===== src/rtl/seg7_scan_ctrl.sv =====
// seg7_scan_ctrl: time-multiplexed scan controller for common-anode 7-segment
// digits sharing one set of low-active segment lines.
//
// - Each digit slot lasts PRESCALE clocks.
// - The first BLANK_CYC clocks of every slot keep all anodes off, which
//   suppresses ghosting while the segment lines settle.
// - A newly loaded value waits in a pending register. It is adopted only at a
//   frame boundary, or straight away while the display is dark, so a frame
//   never mixes two values.
module seg7_scan_ctrl #(
  parameter int NUM_DIGITS = 4,
  parameter int PRESCALE   = 50000,
  parameter int BLANK_CYC  = 2
) (
  input  logic                            clk,
  input  logic                            rst,
  input  logic                            enable,
  input  logic [4*NUM_DIGITS-1:0]         value,
  input  logic                            load,
  input  logic                            lz_suppress,
  output logic [6:0]                      seg,
  output logic [NUM_DIGITS-1:0]           an,
  output logic [$clog2(NUM_DIGITS)-1:0]   digit_idx,
  output logic                            pending,
  output logic                            frame_done
);

  localparam int IDX_W = $clog2(NUM_DIGITS);
  localparam int PW    = (PRESCALE > 1) ? $clog2(PRESCALE) : 1;

  localparam logic [PW-1:0]    PRESC_LAST = PW'(PRESCALE - 1);
  localparam logic [PW-1:0]    BLANK_LIM  = PW'(BLANK_CYC);
  localparam logic [IDX_W-1:0] IDX_LAST   = IDX_W'(NUM_DIGITS - 1);
  localparam logic [6:0]       SEG_OFF    = 7'h7F;

  typedef enum logic {DARK, SCAN} state_t;

  state_t                   state_reg;
  logic [PW-1:0]            presc_cnt_reg;
  logic [IDX_W-1:0]         digit_idx_reg;
  logic [4*NUM_DIGITS-1:0]  active_reg;
  logic [4*NUM_DIGITS-1:0]  pending_val_reg;
  logic                     pending_reg;
  logic                     frame_done_reg;
  logic [6:0]               seg_reg;
  logic [NUM_DIGITS-1:0]    an_reg;

  logic                     scanning;
  logic                     slot_end;
  logic                     frame_end;
  logic                     commit;
  logic [3:0]               nib [NUM_DIGITS];
  logic [NUM_DIGITS-1:0]    blank_digit;
  logic [3:0]               cur_nib;
  logic                     cur_blank;
  logic [NUM_DIGITS-1:0]    one_hot;

  // Low-active hex-to-7-segment map, bit order {g,f,e,d,c,b,a}.
  function automatic logic [6:0] hex_to_seg(input logic [3:0] h);
    logic [6:0] s;
    case (h)
      4'h0: s = 7'h40;
      4'h1: s = 7'h79;
      4'h2: s = 7'h24;
      4'h3: s = 7'h30;
      4'h4: s = 7'h19;
      4'h5: s = 7'h12;
      4'h6: s = 7'h02;
      4'h7: s = 7'h78;
      4'h8: s = 7'h00;
      4'h9: s = 7'h10;
      4'hA: s = 7'h08;
      4'hB: s = 7'h03;
      4'hC: s = 7'h46;
      4'hD: s = 7'h21;
      4'hE: s = 7'h06;
      default: s = 7'h0E;
    endcase
    return s;
  endfunction

  assign scanning  = (state_reg == SCAN) && enable;
  assign slot_end  = (presc_cnt_reg == PRESC_LAST);
  assign frame_end = scanning && slot_end && (digit_idx_reg == IDX_LAST);
  // A waiting value is adopted at a frame boundary, or immediately when dark.
  assign commit    = pending_reg && (frame_end || (state_reg == DARK));

  // Split the active value into nibbles and mark leading zeros. A digit above
  // zero is blank when it and every more-significant nibble are all zero, so
  // digit 0 always shows something.
  for (genvar gi = 0; gi < NUM_DIGITS; gi++) begin : g_digit
    assign nib[gi] = active_reg[4*gi +: 4];
    if (gi == 0) begin : g_lsd
      assign blank_digit[gi] = 1'b0;
    end else begin : g_upper
      assign blank_digit[gi] = lz_suppress &&
                               (active_reg[4*NUM_DIGITS-1:4*gi] == '0);
    end
  end

  assign cur_nib   = nib[digit_idx_reg];
  assign cur_blank = blank_digit[digit_idx_reg];
  assign one_hot   = {{(NUM_DIGITS-1){1'b0}}, 1'b1} << digit_idx_reg;

  // Scan FSM. It updates the prescaler, the digit index, the value registers
  // and the registered anode/segment outputs together.
  always_ff @(posedge clk or posedge rst) begin
    if (rst) begin
      state_reg       <= DARK;
      presc_cnt_reg   <= '0;
      digit_idx_reg   <= '0;
      active_reg      <= '0;
      pending_val_reg <= '0;
      pending_reg     <= 1'b0;
      frame_done_reg  <= 1'b0;
      seg_reg         <= SEG_OFF;
      an_reg          <= '1;
    end else begin
      frame_done_reg <= frame_end;

      if (commit) begin
        active_reg <= pending_val_reg;
      end
      // A load wins over a same-cycle commit. The commit takes the old
      // pending value, and the new value stays pending.
      if (load) begin
        pending_val_reg <= value;
        pending_reg     <= 1'b1;
      end else if (commit) begin
        pending_reg <= 1'b0;
      end

      case (state_reg)
        DARK: begin
          presc_cnt_reg <= '0;
          digit_idx_reg <= '0;
          seg_reg       <= SEG_OFF;
          an_reg        <= '1;
          if (enable) begin
            state_reg <= SCAN;
          end
        end
        default: begin
          if (!enable) begin
            state_reg     <= DARK;
            presc_cnt_reg <= '0;
            digit_idx_reg <= '0;
            seg_reg       <= SEG_OFF;
            an_reg        <= '1;
          end else begin
            if (slot_end) begin
              presc_cnt_reg <= '0;
              digit_idx_reg <= (digit_idx_reg == IDX_LAST) ? '0 : digit_idx_reg + 1'b1;
            end else begin
              presc_cnt_reg <= presc_cnt_reg + 1'b1;
            end
            if (presc_cnt_reg < BLANK_LIM) begin
              seg_reg <= SEG_OFF;
              an_reg  <= '1;
            end else begin
              an_reg  <= ~one_hot;
              seg_reg <= cur_blank ? SEG_OFF : hex_to_seg(cur_nib);
            end
          end
        end
      endcase
    end
  end

  assign seg        = seg_reg;
  assign an         = an_reg;
  assign digit_idx  = digit_idx_reg;
  assign pending    = pending_reg;
  assign frame_done = frame_done_reg;

endmodule


===== config.mk =====
export PLATFORM = sky130hd
export DESIGN_NAME = seg7_scan_ctrl
export DESIGN_NICKNAME = d
export VERILOG_FILES = /design/src/rtl/seg7_scan_ctrl.sv
export SDC_FILE = /design/constraint.sdc
export NUM_CORES = 1
export LEC_CHECK = 0
export ABC_AREA = 0
export CORE_MARGIN = 1.5
export CORE_UTILIZATION = 55
export DETAILED_ROUTE_END_ITERATION = 16
export PLACE_DENSITY = 0.79
export SKIP_CTS_REPAIR_TIMING = 1
export SLEW_MARGIN = 20
export SYNTH_ARGS = -nofsm -noshare
export SYNTH_HDL_FRONTEND = slang
export SYNTH_SLANG_ARGS = --single-unit

===== constraint.sdc =====
create_clock -name clk -period 4.78 [get_ports clk]
set_input_delay 0.956 -clock clk [delete_from_list [all_inputs] [get_ports clk]]
set_output_delay 0.956 -clock clk [all_outputs]
set_load 0.01 [all_outputs]

==> flow_summary.toml, run 1 <==
[outcome]
status = "complete, no violations"

[global_routing]
grt_busiest_layer = "met2"
grt_use_total = 0.200
antenna_found_initial = 0
grt_pass1_vias = 1849
use_met1 = 0.271
gr-total-overflow = 0
grt_max_degree = 37
grt_pass1_wl_um = 9000
grt_use_met2 = 0.301
use_met3 = 0.0393

[critical_path]
worstPathMaxFanout = 16
worst-setup-path-type = "input pin to flop"
slowest_delay_ns = 0.62
crit_chain = "clkdlybuf4s50_1 > and2_2 > nand4_1 > a21bo_1 > mux2_2"
cp_slowest_cell = "a21bo_1"
reg2reg_from = "presc_cnt_reg[10]"
cp-end-kind = "flop"
required_ns = 5.00
reg2reg_depth = 5
arrival_ns = 2.81
critPathLaunch = "enable"
startpoint_type = "input pin"

[yosys]
synth_cell_type_count = 38
yosys_warnings = 0
syn-num-nets = 270
synthesis.area_mm2 = 0.00299
syn_inst = 238
synth-seq-cells = 64
seq_area_frac_synth = 0.541
synth.avg_cell_area_um2 = 12.6

[worst_hold_path]
hold_path_class = "flop to flop"
min_from = "presc_cnt_reg[0]"
whs_path_depth = 1

[floorplan]
die_y_um = 76.7
initial_utilization = 0.578
dieArea_mm2 = 0.00588
die_w_um = 76.7
rows = 26
num_io_pins = 36
core_area_mm2 = 0.00517

[placement]
gp_congestion = 0.850
place_inst = 336
io_buffers = 35
place_area_mm2 = 0.00338
hpwlAfterDp_um = 3720

[sta]
rsz0062_at_grt = "false"
post-route-min-period_ns = 2.59
max_freq_mhz = 386
setup_violations = 0
tightestPinTransition_ns = 0.760
drv_slew = 0
hold_viol_final = 0
tns_ns = 0
timing.hold.ws_ns = 0.489
timing.slew.headroom = 0.494
fin_crit_sh = 0.542
fin_worst_skew_ns = 0.00636

[finish]
drive_above_1_share = 0.253
area_growth_pct = 20.0
layout_commonest_cell = "dfrtp_1"
utilization = 0.693
instances_no_fill = 351
antenna_cells = 0
fill_cells = 383
final_cell_mix = "dfrtp_1 (53), clkdlybuf4s50_1 (35), mux2_2 (23)"
final_cell_area_mm2 = 0.00359
num-nets-final = 309

[route]
vias = 1917
drt-pass1-iter-count = 4
routed_wl_um = 5220
postRouteAntennaNets = 0
routed_via_density = 5.46
avgRoutedWirePerCell_um = 14.9
drc = 0
drtIter0Drc = 179

[clocking]
clkTransAtPathRegs_ns = 0.06
cts_buffers = 9
cts_root_buffer = "clkbuf_8"
cts.sinks = 64
cts-htree-levels = 3
clockBufferDepth = 2
clkLatencyLatePin_ns = 0.34
cts_tree = "yes"

[power]
leakagePower_uw = 0.00149
peakVddDrop_v = 0.000201
power_density_mw_per_mm2 = 352

[job]
max-cap-violations = 0
## metrics by stage
stage          total power, uW  worst slack, ns
3_5_place_dp               801             1.84
6_report                  1260             2.19
3_3_place_gp               791             1.92
4_1_cts                   1280             2.20
5_1_grt                   1320             2.13
2_1_floorplan              749             2.24
## cells in the mapped netlist
master / count / area (um^2)
mux4_2: 4 / 90.1
and4_2: 1 / 10.0
o221ai_1: 2 / 17.5
a21bo_1: 1 / 10.0
and2_2: 1 / 7.51
or4_1: 1 / 7.51
o21a_1: 1 / 7.51
and3_1: 3 / 18.8
nor3_1: 5 / 25.0
nand4_1: 2 / 12.5
mux2i_1: 2 / 20.0
dfstp_2: 11 / 289
a21oi_1: 4 / 20.0
inv_1: 9 / 33.8
clkbuf_1: 6 / 22.5
or4b_2: 1 / 10.0
buf_6: 1 / 11.3
a31o_2: 1 / 8.76
mux2_4: 10 / 150
buf_12: 1 / 20.0
o21ai_0: 3 / 15.0
o211ai_1: 5 / 37.5
ha_1: 11 / 138
nor4_4: 1 / 21.3
a31oi_1: 1 / 6.26
nor2_1: 22 / 82.6
nor4_1: 5 / 31.3
or4_4: 1 / 11.3
mux2_2: 23 / 259
xor2_1: 6 / 52.6
or2_2: 1 / 6.26
nand2_1: 17 / 63.8
o22ai_1: 1 / 6.26
dfrtp_1: 53 / 1330
xnor2_1: 8 / 70.1
nand2b_1: 2 / 12.5
nand3_1: 10 / 50.1
and2_1: 1 / 6.26
## metal layers
| layer | vias to the layer above | share of wire |
|---|---|---|
| met5 | - | 0 |
| met4 | 0 | 0.019 |
| met3 | 11 | 0.037 |
| met2 | 55 | 0.47 |
| met1 | 936 | 0.47 |
| li1 | 915 | - |
## critical path, delay by kind of cell
family                 cells  cell delay (ns)
AOI/OAI and AO/OA          1             0.62
buffers and inverters      1             0.45
and+or+nand+nor            2             0.36
muxes                      1             0.41
## where the power goes
group | internal, uW | switching [uW]
Clock | 281 | 192
Combinational | 94.6 | 78.2
Sequential | 586 | 31.4
## layout make-up
| cell class | count | area [um^2] | area share |
|---|---|---|---|
| clock inverter | 2 | 37.5 | 0.0105 |
| clock buffer | 13 | 169 | 0.0471 |
| timing repair buffer | 36 | 358 | 0.0998 |
| sequential | 64 | 1620 | 0.450 |
| multi-input combinational | 157 | 1280 | 0.358 |
| tap | 70 | 87.6 | 0.0244 |
| inverter | 9 | 33.8 | 0.00942 |
## logic make-up after synthesis
logic type,synth area share
and+or+nand+nor,0.126
DFF,0.541
muxes,0.174
AOI/OAI and AO/OA,0.0431
buffers and inverters,0.0293
xor gates and xnor gates,0.0410
adders and majority gates,0.0461
## final timing paths
kind / end / slack (ns)
max: active_reg[3] / 2.19
min: presc_cnt_reg[0] / 0.49
max reg2reg: active_reg[12] / 2.36
min reg2reg: presc_cnt_reg[0] / 0.49
max in group asynchronous: seg[1] / 2.88
min in group asynchronous: pending_val_reg[10] / 1.01
No activity file was read; power rests on OpenSTA's default activity.
==> inputs of run 2 (changes only) <==
- CORE_UTILIZATION: 55 -> 50
- PLACE_DENSITY: 0.79 -> 0.76
- clock period: 4.78 -> 2.1 ns (I/O delays scaled with it)
==> run 2 against run 1 <==
Compared with the run above: the flow now finishes with violations (negative setup slack); non-clock buffer count grew 17; combinational power grew 140%; wire length increased by 3.6%; setup slack worse by 2.3 ns; count of clock-buffer cells in the layout is 1 lower; cell count is 5.4% higher; hold slack worse by 0.030 ns.
==> flow_summary.toml, run 2 (same netlist as run 1, synthesis figures left out) <==
[outcome]
status = "complete, but fails checks"
violations = "negative setup slack"

[sta]
timing.slew.headroom = 0.761
rsz0062_at_grt = "true"
tightestPinTransition_ns = 0.356
fin_crit_sh = 1.04
max_freq_mhz = 459
post-route-min-period_ns = 2.18
setup_violations = 16
fin_worst_skew_ns = 0.00574
setup_ws_ns = -0.0784
drv_slew = 0
timing.hold.ws_ns = 0.459
hold_viol_final = 0

[critical_path]
worst-setup-path-type = "flop to flop"
required_ns = 2.31
worstPathMaxFanout = 16
regToRegSetupSlack_ns = -0.08
cp-end-kind = "flop"
startpoint_type = "flop"
arrival_ns = 2.39

[finish]
layout_commonest_cell = "dfrtp_1"
fill_cells = 428
num-nets-final = 326
drive_above_1_share = 0.295
final_cell_mix = "dfrtp_1 (53), clkdlybuf4s50_1 (35), mux2_2 (23)"
area_growth_pct = 25.7
final_cell_area_mm2 = 0.00375
instances_no_fill = 370
antenna_cells = 0

[route]
vias = 1965
routed_via_density = 5.31
avgRoutedWirePerCell_um = 14.6
drt-pass1-iter-count = 4
drc = 0
postRouteAntennaNets = 0
routed_wl_um = 5410
drtIter0Drc = 167

[floorplan]
dieArea_mm2 = 0.00645
die_y_um = 80.3
initial_utilization = 0.530
core_area_mm2 = 0.00564
rows = 27
die_w_um = 80.3
num_io_pins = 36

[global_routing]
grt_max_degree = 65
grt_use_total = 0.193
grt_pass1_wl_um = 9110
antenna_found_initial = 0
grt_pass1_vias = 1949
gr-total-overflow = 0

[job]
max-cap-violations = 0

[clocking]
clkTransAtPathRegs_ns = 0.06
cts_tree = "yes"
clkLatencyLatePin_ns = 0.34
cts.sinks = 64
clockBufferDepth = 2
cts_buffers = 9
cts-htree-levels = 3
cts_root_buffer = "clkbuf_8"

[power]
power_density_mw_per_mm2 = 794
p_total_uw = 2980
peakVddDrop_v = 0.000483
leakagePower_uw = 0.00160

[placement]
pre_cts_slack_ns = -0.0766
gp_congestion = 0.838
place_area_mm2 = 0.00353
io_buffers = 35
place_inst = 355
hpwlAfterDp_um = 3980

[worst_hold_path]
hold_path_class = "input pin to asynchronous set/reset pin"
[run 2: changes by cell type in the layout (fill, tap and decap cells not counted), sizes merged]
cell,delta
clkbuf,-1
bufinv,+1
clkinv,+1
clkinvlp,-1
buf,+17
[run 2: path summary, 6_finish.rpt]
kind	startpoint	to	cells after the start
setup / recovery	presc_cnt_reg[10]	active_reg[13]	6
setup reg to reg	presc_cnt_reg[10]	active_reg[13]	6
hold reg to reg	presc_cnt_reg[0]	presc_cnt_reg[0]	1
hold / removal	rst	presc_cnt_reg[14]	3
min in group clk	presc_cnt_reg[0]	presc_cnt_reg[0]	1
max in group asynchronous	rst	an[0]	3
[run 2: routing by layer]
layer  routed length [um]  GRT usage  vias to the layer above
met5                    0          0                        -
met4                  184      0.122                        0
met3                  200     0.0341                       16
met2                 2630      0.304                       49
met1                 2400      0.244                      962
li1                     -          -                      938
[run 2: cell type report]
type | count | area, um^2 | area share
Sequential cell | 64 | 1620 | 0.430
Multi-Input combinational cell | 157 | 1280 | 0.342
Timing Repair Buffer | 53 | 510 | 0.136
Clock buffer | 12 | 155 | 0.0413
Tap cell | 72 | 90.1 | 0.0240
Clock inverter | 3 | 65.1 | 0.0173
Inverter | 9 | 33.8 | 0.00900
[run 2: through the flow]
stage | util | TNS (ns)
5_1_grt | 0.666 | -1.93
2_1_floorplan | - | -0.350
3_5_place_dp | 0.627 | -0.898
4_1_cts | 0.666 | -0.934
3_3_place_gp | 0.627 | 0
6_report | 0.666 | -0.906
[run 2: critical path, stage by stage (launching register included)]
cell and delay (ns):
dfrtp_1 0.37, or4_4 0.56, nor4_4 0.21, nand4_1 0.19
a21bo_1 0.26, buf_12 0.17, mux2_4 0.30
[run 2: power breakdown]
part           switching [uW]  internal [uW]
sequential               78.1           1330
combinational             181            236
clock                     427            725
